<file path="config.mk">
export PLATFORM = sky130hd
export DESIGN_NAME = bs_job_ctrl
export DESIGN_NICKNAME = d
export VERILOG_FILES = /design/src/rtl/bs_job_ctrl.sv
export SDC_FILE = /design/constraint.sdc
export NUM_CORES = 1
export LEC_CHECK = 0
export CAP_MARGIN = 20
export CELL_PAD_IN_SITES_DETAIL_PLACEMENT = 1
export CELL_PAD_IN_SITES_GLOBAL_PLACEMENT = 1
export CORE_MARGIN = 2
export CORE_UTILIZATION = 38
export DETAILED_ROUTE_END_ITERATION = 10
export HOLD_SLACK_MARGIN = 0.06
export PLACE_DENSITY_LB_ADDON = 0.1
export SETUP_SLACK_MARGIN = 0.15
export SLEW_MARGIN = 25
export SYNTH_ARGS = -nofsm -noshare
export SYNTH_HDL_FRONTEND = slang
export SYNTH_SLANG_ARGS = --single-unit
</file>
<file path="constraint.sdc">
create_clock -name clk -period 5.1 [get_ports clk]
set_clock_uncertainty 0.05 [all_clocks]
set_input_delay 0.51 -clock clk [delete_from_list [all_inputs] [get_ports clk]]
set_output_delay 0.51 -clock clk [all_outputs]
set_load 0.005 [all_outputs]
</file>
<file path="src/rtl/bs_job_ctrl.sv">
// Host-side job initiator for the Black-Scholes processor: loads the job
// constants, sequences RUN/ACK handshakes n_runs times and buffers every
// result in a small FIFO for the host to drain.
module bs_job_ctrl #(
    parameter int unsigned TIMEOUT_CYCLES = 1024,
    parameter int unsigned RES_DEPTH      = 8
) (
    input  logic                        clk,
    input  logic                        reset,
    input  logic                        start,
    input  logic [31:0]                 job_k,
    input  logic [31:0]                 job_c1,
    input  logic [31:0]                 job_c2,
    input  logic [31:0]                 job_c3,
    input  logic [7:0]                  n_runs,
    output logic                        busy,
    output logic                        done,
    output logic                        error,
    output logic                        res_valid,
    output logic [31:0]                 res_data,
    input  logic                        res_rd,
    output logic [$clog2(RES_DEPTH):0]  res_count,
    output logic [31:0]                 proc_constK,
    output logic [31:0]                 proc_const1,
    output logic [31:0]                 proc_const2,
    output logic [31:0]                 proc_const3,
    output logic [3:0]                  proc_cmd,
    input  logic [3:0]                  proc_status,
    input  logic [31:0]                 proc_dout
);

    localparam int unsigned PTR_W = $clog2(RES_DEPTH);
    localparam int unsigned CNT_W = PTR_W + 1;
    localparam int unsigned TMO_W = $clog2(TIMEOUT_CYCLES + 1);

    localparam logic [3:0] CMD_NOP     = 4'd0;
    localparam logic [3:0] CMD_RUN     = 4'd1;
    localparam logic [3:0] CMD_ACK     = 4'd2;
    localparam logic [3:0] ST_IDLE     = 4'd0;
    localparam logic [3:0] ST_RUNNING  = 4'd1;
    localparam logic [3:0] ST_COMPLETE = 4'd2;

    typedef enum logic [2:0] {
        S_IDLE,
        S_LOAD,
        S_RUN,
        S_WAIT,
        S_ACK,
        S_DONE,
        S_ERR
    } state_t;

    state_t             state, state_d;
    logic [7:0]         run_target;
    logic [7:0]         runs_done;
    logic [TMO_W-1:0]   tmo_cnt;
    logic               tmo_run;
    logic               tmo_hit;
    logic               illegal;
    logic               load_job;
    logic               push;
    logic               pop;
    logic               full;
    logic               busy_d;
    logic               done_d;
    logic               error_d;
    logic [3:0]         cmd_d;

    logic [31:0]        mem [RES_DEPTH];
    logic [PTR_W-1:0]   wr_ptr;
    logic [PTR_W-1:0]   rd_ptr;

    // Next-state, FIFO push and registered-output precompute
    always_comb begin
        state_d  = state;
        tmo_run  = 1'b0;
        load_job = 1'b0;
        push     = 1'b0;
        illegal  = (proc_status > ST_COMPLETE);
        tmo_hit  = (tmo_cnt == TMO_W'(TIMEOUT_CYCLES - 1));
        full     = (res_count == CNT_W'(RES_DEPTH));

        case (state)
            S_IDLE, S_DONE, S_ERR: begin
                if (start) begin
                    load_job = 1'b1;
                    state_d  = (n_runs == 8'd0) ? S_DONE : S_LOAD;
                end
            end
            S_LOAD: state_d = S_RUN;
            S_RUN: begin
                tmo_run = 1'b1;
                if (illegal)                         state_d = S_ERR;
                else if (proc_status == ST_RUNNING)  state_d = S_WAIT;
                else if (tmo_hit)                    state_d = S_ERR;
            end
            S_WAIT: begin
                if (illegal) begin
                    state_d = S_ERR;
                end else if (proc_status == ST_COMPLETE) begin
                    // Full FIFO: processor keeps holding COMPLETE, timeout frozen
                    if (!full) begin
                        push    = 1'b1;
                        state_d = S_ACK;
                    end
                end else begin
                    tmo_run = 1'b1;
                    if (tmo_hit) state_d = S_ERR;
                end
            end
            S_ACK: begin
                tmo_run = 1'b1;
                if (illegal)                      state_d = S_ERR;
                else if (proc_status == ST_IDLE)  state_d = (runs_done < run_target) ? S_LOAD : S_DONE;
                else if (tmo_hit)                 state_d = S_ERR;
            end
            default: state_d = S_IDLE;
        endcase

        busy_d  = (state_d inside {S_LOAD, S_RUN, S_WAIT, S_ACK});
        done_d  = (state_d == S_DONE);
        error_d = (state_d == S_ERR);
        cmd_d   = (state_d == S_RUN) ? CMD_RUN :
                  (state_d == S_ACK) ? CMD_ACK : CMD_NOP;
    end

    // State, registered outputs, job registers and counters
    always_ff @(posedge clk or posedge reset) begin
        if (reset) begin
            state       <= S_IDLE;
            busy        <= 1'b0;
            done        <= 1'b0;
            error       <= 1'b0;
            proc_cmd    <= CMD_NOP;
            proc_constK <= 32'd0;
            proc_const1 <= 32'd0;
            proc_const2 <= 32'd0;
            proc_const3 <= 32'd0;
            run_target  <= 8'd0;
            runs_done   <= 8'd0;
            tmo_cnt     <= '0;
        end else begin
            state    <= state_d;
            busy     <= busy_d;
            done     <= done_d;
            error    <= error_d;
            proc_cmd <= cmd_d;
            if (load_job) begin
                proc_constK <= job_k;
                proc_const1 <= job_c1;
                proc_const2 <= job_c2;
                proc_const3 <= job_c3;
                run_target  <= n_runs;
                runs_done   <= 8'd0;
            end else if (push) begin
                runs_done <= runs_done + 8'd1;
            end
            if (state_d != state) tmo_cnt <= '0;
            else if (tmo_run)     tmo_cnt <= tmo_cnt + TMO_W'(1);
        end
    end

    assign pop = res_rd && (res_count != CNT_W'(0));

    // Result FIFO pointers and occupancy
    always_ff @(posedge clk or posedge reset) begin
        if (reset) begin
            wr_ptr    <= '0;
            rd_ptr    <= '0;
            res_count <= '0;
        end else begin
            if (push) wr_ptr <= wr_ptr + PTR_W'(1);
            if (pop)  rd_ptr <= rd_ptr + PTR_W'(1);
            if (push && !pop)      res_count <= res_count + CNT_W'(1);
            else if (pop && !push) res_count <= res_count - CNT_W'(1);
        end
    end

    // Result FIFO storage
    always_ff @(posedge clk) begin
        if (push) mem[wr_ptr] <= proc_dout;
    end

    assign res_valid = (res_count != CNT_W'(0));
    assign res_data  = res_valid ? mem[rd_ptr] : 32'd0;

endmodule

</file>
==> run_results.csv <==
group,metric,value,unit
floorplanning,die_h,215.8,um
floorplanning,die_w,215.8,um
routing,drc,0,
setup_path,startpoint_type,"flop",
setup_path,crit_fanout,36,
setup_path,critical_path_class,"reg -> out",
clock_tree,cts_root_buffer,"clkbuf_16",
clock_tree,path_clk_slew,0.06,ns
synthesis,yosysUniqueCellTypes,58,
setup_path,ff2ff_path_depth,12,
pwr,pwr-share-comb,35.8,%
cells_and_area,nNetsFinal,1762,
min_path,hold_class,"in -> async",
cells_and_area,syn_to_final_growth,33.91,%
routing,vias,10900,
floorplanning,start_util,38.55,%
timing,hold_violations,0,
setup_path,end_kind,"output pin",
timing,relSlewSlack,45.76,%
synthesis,syn_inst,1217,
routing,via_per_inst,4.942,
job,maxCapViolations,0,
pwr,p_per_area,558.2,mW/mm^2
timing,max_freq,265.1,MHz
clock_tree,cts_inserted_buffers,48,
clock_tree,clock-sinks,429,
synthesis,synth_area_per_cell,14.01,um^2
pwr,pwr-share-clk,26.3,%
grt,grt_antenna_before_repair,11,
floorplanning,die-area,0.04657,mm^2
cells_and_area,drive_above_1_share,11.92,%
setup_path,startpoint,"rd_ptr[1]$_DFFE_PP0P_",
synthesis,synth-seq-area-share,70.50,%
placed_design,portBuffers,345,
pwr,seqPwrFrac,38.0,%
setup_path,crit_required,4.54,ns
floorplanning,io_pins,348,
clock_tree,tritoncts,"done",
clock_tree,cts.path.max_buffers,3,
setup_path,regToRegStartpoint,"res_count[0]$_DFFE_PP0P_",
synthesis,synth-seq-cells,429,
synthesis,syn_area,0.01705,mm^2
timing,drv_slew,0,
setup_path,r2r_setup_slack,1.98,ns
routing,drt_wl_total,47530,um
timing,tns,0,ns
floorplanning,coreArea,0.04422,mm^2
pwr,internal-power,8.648,mW
synthesis,yosysWarnings,0,
grt,gr-total-overflow,0,
clock_tree,cts_setup_buffers,0,
grt,grt_max_degree,174,
floorplanning,fp-row-count,77,
timing,fin_crit,3.773,ns
timing,fin_crit_sh,73.98,%
clock_tree,cts_resized,0,
timing,finalSetupViolations,0,
routing,ant_nets,0,
routing,drtIter0Drc,509,
placed_design,place_congestion,0.8098,
grt,grt_pass1_wl,73700,um
clock_tree,cts_hold_buffers,0,
timing,worst_pin_slew,0.8136,ns
pwr,p_sw_share,32.13,%
clock_tree,clock_latency,0.58,ns
synthesis,synth_edf_count,256,
routing,drtPass1Iterations,4,
outcome,status,"finished clean",
clock_tree,cts_max_level,2,
placed_design,dpl.hpwl,30610,um
grt,grt_pass1_vias,12030,
setup_path,arrival,3.21,ns
timing,timing.hold.ws,0.3154,ns
routing,wl_per_cell,21.54,um
pwr,p_sw,4.094,mW
pwr,power_leakage,9.004,nW
setup_path,r2r-end,"res_count[3]$_DFFE_PP0P_",
synthesis,ys.flop_type,"edfxtp_1",
timing,rsz0062_at_grt,"false",
grt,grtUsageTotal,20.79,%
synthesis,async_flop_share,40.33,%
pwr,peakVddDrop,0.4353,mV
-- cell type report --
type / count / area, um^2
Antenna cell: 3 / 7.507
Timing Repair Buffer: 362 / 3638
Fill cell: 4369 / 21400
Multi-Input combinational cell: 713 / 4812
Inverter: 17 / 67.56
Clock inverter: 24 / 177.7
Tap cell: 592 / 740.7
Sequential cell: 429 / 12020
Clock buffer: 66 / 1359
-- worst max-delay path: stages, from the launching register on --
cell,delay (ns)
dfrtp_2,0.89
buf_4,0.58
mux4_2,0.38
mux2i_1,0.23
nor2_1,0.07
clkdlybuf4s50_1,0.47
-- worst max-delay path by stage --
stage | to | slack [ns] | depth (start not counted)
after floorplan | mem[0][0]$_DFFE_PP_ | 0.13 | 4
after global placement | res_count[3]$_DFFE_PP0P_ | 1.33 | 13
after detailed placement | res_count[3]$_DFFE_PP0P_ | 1.29 | 13
after CTS | res_data[4] | 1.22 | 5
after global routing | res_data[4] | 1.11 | 5
final | res_data[4] | 1.33 | 5
-- per-stage QoR --
| step | total power, mW | instances | util, % | setup WS [ns] | area, um^2 |
|---|---|---|---|---|---|
| 2_1_floorplan | 7.026 | 1218 | - | 0.1300 | 17070 |
| 3_3_place_gp | 9.438 | 2112 | 48.06 | 1.327 | 21250 |
| 3_5_place_dp | 9.527 | 2112 | 48.06 | 1.287 | 21250 |
| 4_1_cts | 12.96 | 2202 | 51.54 | 1.218 | 22790 |
| 5_1_grt | 13.54 | 2205 | 51.61 | 1.107 | 22820 |
| 6_report | 12.74 | 2206 | 51.62 | 1.327 | 22830 |
-- logic make-up (layout without fill, tap and decap cells) --
group,after synthesis,after routing,synth area share (%)
flip-flops,429,429,70.50
other,1,5,0.02200
adder cells (fa/ha/maj),15,15,1.145
buffers and inverters,76,469,1.813
multiplexers,100,100,10.59
AO/OA/AOI/OAI,36,36,1.439
XOR/XNOR,27,27,1.387
AND/OR/NAND/NOR,533,533,13.11
-- power groups by stage --
stage | Clock, mW | Combinational (mW) | Sequential (mW)
after floorplan | 0 | 2.32 | 4.70
after detailed placement | 0 | 4.63 | 4.90
after global routing | 3.58 | 5.02 | 4.94
after global placement | 0 | 4.58 | 4.86
final | 3.34 | 4.56 | 4.84
after CTS | 3.45 | 4.66 | 4.85
-- cell usage in the layout (no fill, tap or decap), types with 3 or more instances in the layout --
| cell | netlist | routed |
|---|---|---|
| a21oi_1 | 4 | 3 |
| and3_1 | 3 | 3 |
| buf_12 | 0 | 3 |
| buf_4 | 2 | 13 |
| clkbuf_1 | 44 | 9 |
| clkbuf_16 | 0 | 48 |
| clkbuf_8 | 0 | 9 |
| clkdlybuf4s50_1 | 0 | 345 |
| clkinv_1 | 0 | 6 |
| clkinv_2 | 0 | 11 |
| dfrtp_1 | 173 | 170 |
| diode_2 | 0 | 3 |
| edfxtp_1 | 256 | 256 |
| ha_1 | 14 | 14 |
| inv_1 | 15 | 14 |
| mux2i_1 | 34 | 34 |
| mux4_2 | 64 | 64 |
| nand2_1 | 412 | 412 |
| nand2b_1 | 3 | 3 |
| nand3_1 | 8 | 8 |
| nand4_1 | 8 | 8 |
| nor2_1 | 56 | 55 |
| nor2_4 | 9 | 10 |
| nor3_1 | 8 | 6 |
| o21ai_0 | 13 | 13 |
| or4b_1 | 3 | 3 |
| xnor2_1 | 14 | 14 |
| xor2_1 | 13 | 13 |
-- state kept, by name (all words and copies together), names as in the netlist, 4 cells and up --
name and cells:
runs_done 8, mem 256, proc_const3 32, proc_const2 32
proc_const1 32, run_target 8, proc_constK 32, res_count 4
tmo_cnt 11
-- cell usage after synthesis (all sizes together), types with 2 or more instances --
cell type / count / share of area [%]
and3: 3 / 0.11
nor4b: 4 / 0.21
dfrtp: 173 / 25
nand3: 8 / 0.23
or4b: 3 / 0.18
nor3b: 2 / 0.088
xnor2: 14 / 0.72
edfxtp: 256 / 45
ha: 14 / 1.0
a21o: 3 / 0.13
mux4: 64 / 8.5
o21a: 2 / 0.088
o21ai: 15 / 0.44
nand4: 8 / 0.29
xor2: 13 / 0.67
nor4: 4 / 0.15
clkbuf: 44 / 0.97
or3b: 2 / 0.12
nor2: 66 / 1.9
buf: 15 / 0.47
nand2: 412 / 9.1
mux2i: 34 / 2.0
nand2b: 3 / 0.11
or4: 3 / 0.15
nor3: 8 / 0.23
inv: 17 / 0.37
mux2: 2 / 0.13
nand3b: 2 / 0.088
a21oi: 4 / 0.12
-- per-layer routing --
layer	track usage [%]	vias to the layer above	part of all wire [%]
met5	0	-	0.15
met4	4.874	14	2.0
met3	8.090	73	8.7
met2	33.59	308	48
met1	26.46	5531	41
li1	-	4977	-
No activity file was read; power rests on OpenSTA's default activity.
